File: config.mk
export PLATFORM = sky130hd
export DESIGN_NAME = lc3b_mem_responder
export DESIGN_NICKNAME = d
export VERILOG_FILES = /design/src/rtl/lc3b_mem_responder.sv
export SDC_FILE = /design/constraint.sdc
export NUM_CORES = 2
export LEC_CHECK = 0
export CORE_UTILIZATION = 40
export CTS_BUF_LIST = sky130_fd_sc_hd__clkbuf_8
export CTS_CLUSTER_DIAMETER = 200
export DETAILED_ROUTE_END_ITERATION = 8
export SETUP_SLACK_MARGIN = 0.02
export SLEW_MARGIN = 25
export SYNTH_ARGS = -nofsm -noshare
export SYNTH_HDL_FRONTEND = slang
export SYNTH_SLANG_ARGS = --single-unit
export TNS_END_PERCENT = 5
File: constraint.sdc
create_clock -name clk -period 4.15 [get_ports clk]
set_input_delay 1.0375 -clock clk [delete_from_list [all_inputs] [get_ports clk]]
set_output_delay 1.0375 -clock clk [all_outputs]
set_load 0.01 [all_outputs]
File: src/rtl/lc3b_mem_responder.sv
`default_nettype none
// ============================================================================
// Module   : lc3b_mem_responder
// Purpose  : Memory-side responder for the LC-3b mem_read/mem_write/mem_resp
//            bus. It backs the bus with an internal array of 16-bit words,
//            answers every request after a fixed, programmable latency,
//            supports byte-enabled writes, and raises a sticky flag when
//            read and write are requested together.
// Ports    : clk             - system clock, rising edge
//            reset           - asynchronous, active-high reset
//            mem_address     - byte address (bit 0 ignored, upper bits alias)
//            mem_read        - read request level, held until mem_resp
//            mem_write       - write request level, held until mem_resp
//            mem_wdata       - write data
//            mem_byte_enable - [0] low byte, [1] high byte
//            mem_resp        - one-cycle completion pulse
//            mem_rdata       - last read data, held until the next read ends
//            proto_err       - sticky, read and write seen together
// Revision : 1.0 - initial release
// ============================================================================
module lc3b_mem_responder #(
    parameter int DEPTH_LOG2 = 8,   // log2 of the number of 16-bit words
    parameter int LATENCY    = 3    // acceptance edge to mem_resp, 1..15
) (
    input  logic        clk,
    input  logic        reset,
    input  logic [15:0] mem_address,
    input  logic        mem_read,
    input  logic        mem_write,
    input  logic [15:0] mem_wdata,
    input  logic [1:0]  mem_byte_enable,
    output logic        mem_resp,
    output logic [15:0] mem_rdata,
    output logic        proto_err
);

    localparam int         c_DEPTH    = 1 << DEPTH_LOG2;
    localparam logic [3:0] c_LAT_LOAD = 4'(LATENCY - 1);

    localparam logic [1:0] c_IDLE = 2'd0;
    localparam logic [1:0] c_WAIT = 2'd1;
    localparam logic [1:0] c_RESP = 2'd2;

    // Registered state
    logic [1:0]            r_state;
    logic [3:0]            r_cnt;
    logic [DEPTH_LOG2-1:0] r_addr;
    logic [15:0]           r_wdata;
    logic [1:0]            r_be;
    logic                  r_is_write;
    logic [15:0]           r_rdata;
    logic                  r_proto_err;

    // Storage; intentionally outside the reset domain so reset never
    // disturbs its contents.
    logic [15:0]           r_mem [0:c_DEPTH-1];

    // Combinational
    logic [1:0]            w_next_state;
    logic                  w_accept;
    logic                  w_done;
    logic                  w_mem_we;

    // Bit 0 and the bits above the word index are deliberately ignored,
    // which gives odd-address and wrap-around aliasing.
    logic                  w_addr_unused;
    assign w_addr_unused = ^{mem_address[15:DEPTH_LOG2+1], mem_address[0]};

    // ------------------------------------------------------------------
    // Next-state and output decode
    // ------------------------------------------------------------------
    always_comb begin
        w_next_state = r_state;
        w_accept     = 1'b0;
        w_done       = 1'b0;
        mem_resp     = 1'b0;
        case (r_state)
            c_IDLE: begin
                if (mem_read || mem_write) begin
                    w_accept     = 1'b1;
                    w_next_state = c_WAIT;
                end
            end
            c_WAIT: begin
                if (r_cnt == 4'd0) begin
                    w_done       = 1'b1;
                    w_next_state = c_RESP;
                end
            end
            c_RESP: begin
                // Requests are not sampled here; the requester drops them
                // on the edge that leaves this state.
                mem_resp     = 1'b1;
                w_next_state = c_IDLE;
            end
            default: w_next_state = c_IDLE;
        endcase
    end

    // A reset landing on the completing edge must suppress the write,
    // so the array enable is qualified with reset directly.
    assign w_mem_we = w_done && r_is_write && !reset;

    // ------------------------------------------------------------------
    // Control and capture registers
    // ------------------------------------------------------------------
    always_ff @(posedge clk or posedge reset) begin
        if (reset) begin
            r_state     <= c_IDLE;
            r_cnt       <= 4'd0;
            r_addr      <= '0;
            r_wdata     <= 16'h0000;
            r_be        <= 2'b00;
            r_is_write  <= 1'b0;
            r_rdata     <= 16'h0000;
            r_proto_err <= 1'b0;
        end else begin
            r_state <= w_next_state;
            if (w_accept) begin
                r_addr     <= mem_address[DEPTH_LOG2:1];
                r_wdata    <= mem_wdata;
                r_be       <= mem_byte_enable;
                // Simultaneous read and write is resolved as a write.
                r_is_write <= mem_write;
                r_cnt      <= c_LAT_LOAD;
                if (mem_read && mem_write) begin
                    r_proto_err <= 1'b1;
                end
            end else if (r_state == c_WAIT && r_cnt != 4'd0) begin
                r_cnt <= r_cnt - 4'd1;
            end
            if (w_done && !r_is_write) begin
                r_rdata <= r_mem[r_addr];
            end
        end
    end

    // ------------------------------------------------------------------
    // Byte-enabled array write
    // ------------------------------------------------------------------
    always_ff @(posedge clk) begin
        if (w_mem_we) begin
            if (r_be[0]) begin
                r_mem[r_addr][7:0] <= r_wdata[7:0];
            end
            if (r_be[1]) begin
                r_mem[r_addr][15:8] <= r_wdata[15:8];
            end
        end
    end

    assign mem_rdata = r_rdata;
    assign proto_err = r_proto_err;

endmodule
`default_nettype wire

* Yosys cells after proc, flatten, opt, wreduce, memory -nomap -nowiden
Memory sizes are Yosys's and may differ from the RTL's. A register that Yosys moved wholly into a read port is not among the register bits. Cells that the tools add are included.
Cells by class: add/sub/neg operators 1, reductions and logical operators 14, equality and inequality tests 4, mux-type cells 16
Operators by type and width (count):
- $mux W1 | 11
- $mux W4 | 2
- $logic_and A1 B1 Y1 | 5
- $logic_not A4 Y1 | 1
- $mux W2 | 2
- $ne A2 B2 Y1 const B | 2
- $pmux W2 S2 | 1
- $reduce_and A2 Y1 | 2
- $reduce_bool A4 Y1 | 1
- $sub A4 B1 Y4 const B | 1
- $eq A2 B1 Y1 const B | 1
- $eq A2 B2 Y1 const B | 1
- $logic_not A1 Y1 | 2
- $logic_not A2 Y1 | 1
- $reduce_bool A2 Y1 | 1
- $logic_or A1 B1 Y1 | 1
Storage, ports and cells: flip-flop bits (word level) 34, memory bits (writable) 4096, memories kept 1, logic and storage cells 43
Memories:
- r_mem | depth 256, bits a word 16, read ports 1, clocked after memory_dff 1, wr ports 1, RTL line 56 | logic [15:0] r_mem [0:c_DEPTH-1];

* Logic depth before layout (Yosys ltp)
depth in word-level cells 7, gate-level depth with buffers 13, gate-level depth less buffers 9

* Worst setup path before layout
Ideal clock, no wire load.
kind input to register, start point input reset, end point memory r_mem[138][0], enable pin, arrival 3.809 ns, cell stages on the path 7, slack -0.029 ns, buffers on the path 3, cells stage by stage inv_1 -> and4_1 -> clkbuf_1 -> clkbuf_1 -> nand3_1 -> clkbuf_1 -> nor2_1
Between the ends: word-level cells in the longest chain between the ends 4
RTL lines:
- from (decl) | RTL line 26 | input logic reset,
- $logic_not A1 Y1 (no source line)
- $logic_and A1 B1 Y1 | RTL line 102 | assign w_mem_we = w_done && r_is_write && !reset;
- $mux W1 | RTL line 142 | if (w_mem_we) begin
- $mux W1 (implied by the code) | RTL line 144 | r_mem[r_addr][7:0] <= r_wdata[7:0];
- to (decl) | RTL line 56
Every way passes these cells.

==> impl.org <==
** Run status
- Outcome :: finished clean

** Global routing
- The number of antenna violations at the first check in global routing was 29.
- Global routing used 21.3% of the available tracks across all layers.
- Largest net degree at the start of global routing :: 174
- Most Used Layer, Global Route :: met2
- The first global-routing pass estimated 621,000 um of wire.
- Congestion Overflow GR :: 0
- The via count of the first global-routing pass is 84,300.
- In the global route stage, met1 resource usage came out at 29.8%.
- For met2 alone, demand over resource in global routing was 33.4%.
- M3 GR Usage :: 4.33%

** Min path
- Hold Path Class :: input port to async pin

** STA
- Worst clock skew :: 85.4 ps
- Summed over all failing endpoints, the final setup total negative slack is 0 ps.
- Smallest setup slack after layout :: 158 ps
- Post-layout minimum cycle time :: 3990 ps
- The count of pins over their slew limit was 0.
- The final count of hold timing violations was 0.
- Total of endpoints with negative setup slack in the final report :: 0
- RSZ-0062 raised after global routing :: false
- For this run, the top clock speed supported by timing is 0.251 GHz.
- Headroom to the max-slew limit came out at 27.7%.
- In the finished design, the share of the clock period the worst path needs comes to 96.2%.
- For the pin with the worst max-slew slack, the measured transition is 1080 ps.

** Yosys
- In the post-synthesis netlist, the biggest area contributors are sky130_fd_sc_hd__edfxtp_1 76%, sky130_fd_sc_hd__mux4_2 14%, sky130_fd_sc_hd__mux2i_1 1.9%.
- For this run, asynchronously set or reset flops after synthesis account for 1.21%.
- After synthesis, the largest area contributor takes up 76.4% of total cell area.
- Commonest cells in the netlist :: 4,096 x sky130_fd_sc_hd__edfxtp_1, 989 x sky130_fd_sc_hd__mux4_2, 572 x sky130_fd_sc_hd__nor2_1
- Count of flip-flops with a built-in enable after synthesis :: 4,096
- Top cell type by total area after synthesis :: sky130_fd_sc_hd__edfxtp_1
- After synthesis the netlist holds a flip-flop and latch count of 4,146.
- Mean Syn Cell Area :: 21.4 um^2
- Area of the mapped netlist :: 0.161 mm^2
- Number of cells produced by synthesis :: 7,507
- Synthesis warning total :: 0
- Post-synthesis cell type count :: 68
- Cell with the most instances after synthesis :: sky130_fd_sc_hd__edfxtp_1
- For this run, the register share of the synthesized area comes to 77.2%.
- Among all flip-flop cells after synthesis, the most frequent one is sky130_fd_sc_hd__edfxtp_1.
- Counting every net in the synthesized netlist gives 7,546.

** CTS
- In this run the clock root is driven by a sky130_fd_sc_hd__clkbuf_8.
- Setup fix buffers added after clock tree synthesis :: 0
- Clock transition at the register clock pins on the worst setup and hold paths after CTS :: 60 ps
- Count of hold-fix buffers inserted at cts :: 0
- The number of gates resized after CTS was 0.
- H-tree lvl count :: 6
- Clock latency on the worst-skew pair, taken at its later pin, is 1240 ps.
- Total clock sinks :: 4,146
- CTS buffer count :: 651
- Max Buffers Root-to-Sink :: 4
- TritonCTS built the clock tree.

** Worst setup path
- Kind of launch point of the worst setup path :: flop
- For this design, the slowest cell found on the critical path is sky130_fd_sc_hd__dfrtp_4.
- Worst R2R Setup Slack :: 160 ps
- In this design, the stage delay of the slowest critical-path cell is 940 ps.
- By startpoint and endpoint, the worst setup path is classified as flop to flop.
- Sum of buffers and inverters on the critical path :: 2
- The signal on the critical path passes through buf_4 > and2b_2 > buf_12 > a22oi_1 > nand3_1 > o211ai_1 > o311ai_1 > o211a_1 > o32ai_1.
- Crit path DAT :: 5080 ps
- Critical path fanouts, max :: 25
- Among cell families on the critical path, the largest total delay comes from compound AO/OA/AOI/OAI gates.
- For the worst setup path, the data required time is 5240 ps.
- STA classifies the critical path endpoint as a flop.

** Layout
- Relative to the synthesized area, the layout overhead comes to 15.5%.
- For this run, the post-layout net count is 8,703.
- Share of cells above drive strength 1 :: 31.6%

** Place
- The congestion estimate from routability-driven global placement came to 0.854.
- Input/output buffers :: 47
- Post-Place Setup Slack :: 204 ps
- The wire-length estimate of the detail-placed layout is 272,000 um.

** Floorplanning
- Std-Cell Rows :: 232
- Width of the die :: 636 um
- Std-Cell Core Area :: 0.400 mm^2
- The initial utilization of the core area, before any placement, comes to 40.2%.
- Die span in y :: 636 um
- Full die area :: 0.405 mm^2
- Number of primary I/O pins :: 56

** Power
- For this design the static power due to leakage is 60.1 nW.
- Dividing total power by cell area gives a power density of 682 mW/mm^2.
- IR analysis of the VDD net gives a maximum drop of 0.599 mV.

** Routing
- Starting DRT DRC Count :: 10,400
- Final antenna-violating net count :: 0
- For this run, the detailed router's first-pass iteration total came to 8.
- Using the TritonRoute via totals, the vias-per-cell ratio works out to 5.70.
- Routed length per instance :: 30.3 um
- In the routed design, unresolved DRC markers number 0.
- Final WL :: 438,000 um
- Via count of the routed design :: 82,300

** Job
- Maximum capacitance violations :: 0
==> worst min-delay path, cell delays in order <==
cell and delay [ps]:
sky130_fd_sc_hd__clkdlybuf4s50_1 440, sky130_fd_sc_hd__clkinvlp_4 100, sky130_fd_sc_hd__buf_4 320
==> flip-flops by register name, indices dropped and copies added, names as in the netlist <==
signal and count:
r_is_write 1, r_addr 8, r_wdata 16, proto_err 1, mem_rdata 16, r_be 2
r_state 2, r_cnt 4, r_mem 4096
==> cells in the final DEF, fill, tap and decap left out, types with 133 or more instances in the layout <==
cell / instances
sky130_fd_sc_hd__edfxtp_1: 4096
sky130_fd_sc_hd__mux4_2: 989
sky130_fd_sc_hd__buf_4: 824
sky130_fd_sc_hd__clkbuf_8: 658
sky130_fd_sc_hd__nor2_1: 570
sky130_fd_sc_hd__mux2i_1: 311
sky130_fd_sc_hd__inv_1: 223
sky130_fd_sc_hd__nand2_1: 200
sky130_fd_sc_hd__clkinv_1: 145
sky130_fd_sc_hd__mux2_2: 133
==> final timing paths <==
path | from | to | depth (start not counted)
max in group asynchronous | reset | mem_rdata[14]$_DFFE_PP0P_ | 4
min in group clk | mem_wdata[6] | r_wdata[6]$_DFFE_PP0P_ | 2
min | reset | r_cnt[1]$_DFFE_PP0P_ | 3
max | r_addr[0]$_DFFE_PP0P_ | mem_rdata[8]$_DFFE_PP0P_ | 9
max reg2reg | r_addr[0]$_DFFE_PP0P_ | mem_rdata[8]$_DFFE_PP0P_ | 9
min reg2reg | proto_err$_DFFE_PP0P_ | proto_err$_DFFE_PP0P_ | 1
==> per-layer routing <==
metal	share of wire (%)	up-vias
li1	-	33700
met1	41	43900
met2	47	3978
met3	8.9	668
met4	3.4	6
met5	0.0089	-
==> cell type report <==
class / count / area, um^2
fillers: 33000 / 214000
flip-flops and latches: 4146 / 124000
multi-input cells: 2892 / 34500
clock buffers: 658 / 9060
repair buffers: 966 / 8580
well taps: 5265 / 6590
clock inverters: 496 / 2800
inverters: 7 / 45.0
diodes: 3 / 7.51
==> cells by family after synthesis <==
| group | share of synthesized area, % |
|---|---|
| buffers and inverters | 1.48 |
| DFF | 77.2 |
| AOI/OAI and AO/OA | 2.03 |
| adders and majority gates | 0.00777 |
| xor gates and xnor gates | 0.0163 |
| and+or+nand+nor | 2.55 |
| muxes | 16.7 |
==> stage by stage <==
| stage | hold slack, ps | area [um^2] | cells | util [%] | total power (W) |
|---|---|---|---|---|---|
| final | 264 | 186000 | 14400 | 46.5 | 0.127 |
| after global placement | 451 | 174000 | 13300 | 43.5 | 0.0948 |
| after detailed placement | 460 | 174000 | 13300 | 43.5 | 0.0955 |
| after floorplan | 473 | 161000 | 7507 | - | 0.0789 |
| after global routing | 267 | 186000 | 14400 | 46.5 | 0.131 |
| after CTS | 287 | 186000 | 14400 | 46.4 | 0.127 |
==> report_power, final <==
group | internal (W) | switching, W | total, W
Sequential | 0.0526 | 0.00212 | 0.0547
Combinational | 0.0149 | 0.0250 | 0.0399
Clock | 0.0159 | 0.0162 | 0.0321
Note: power is estimated with default switching activity, not from simulation.
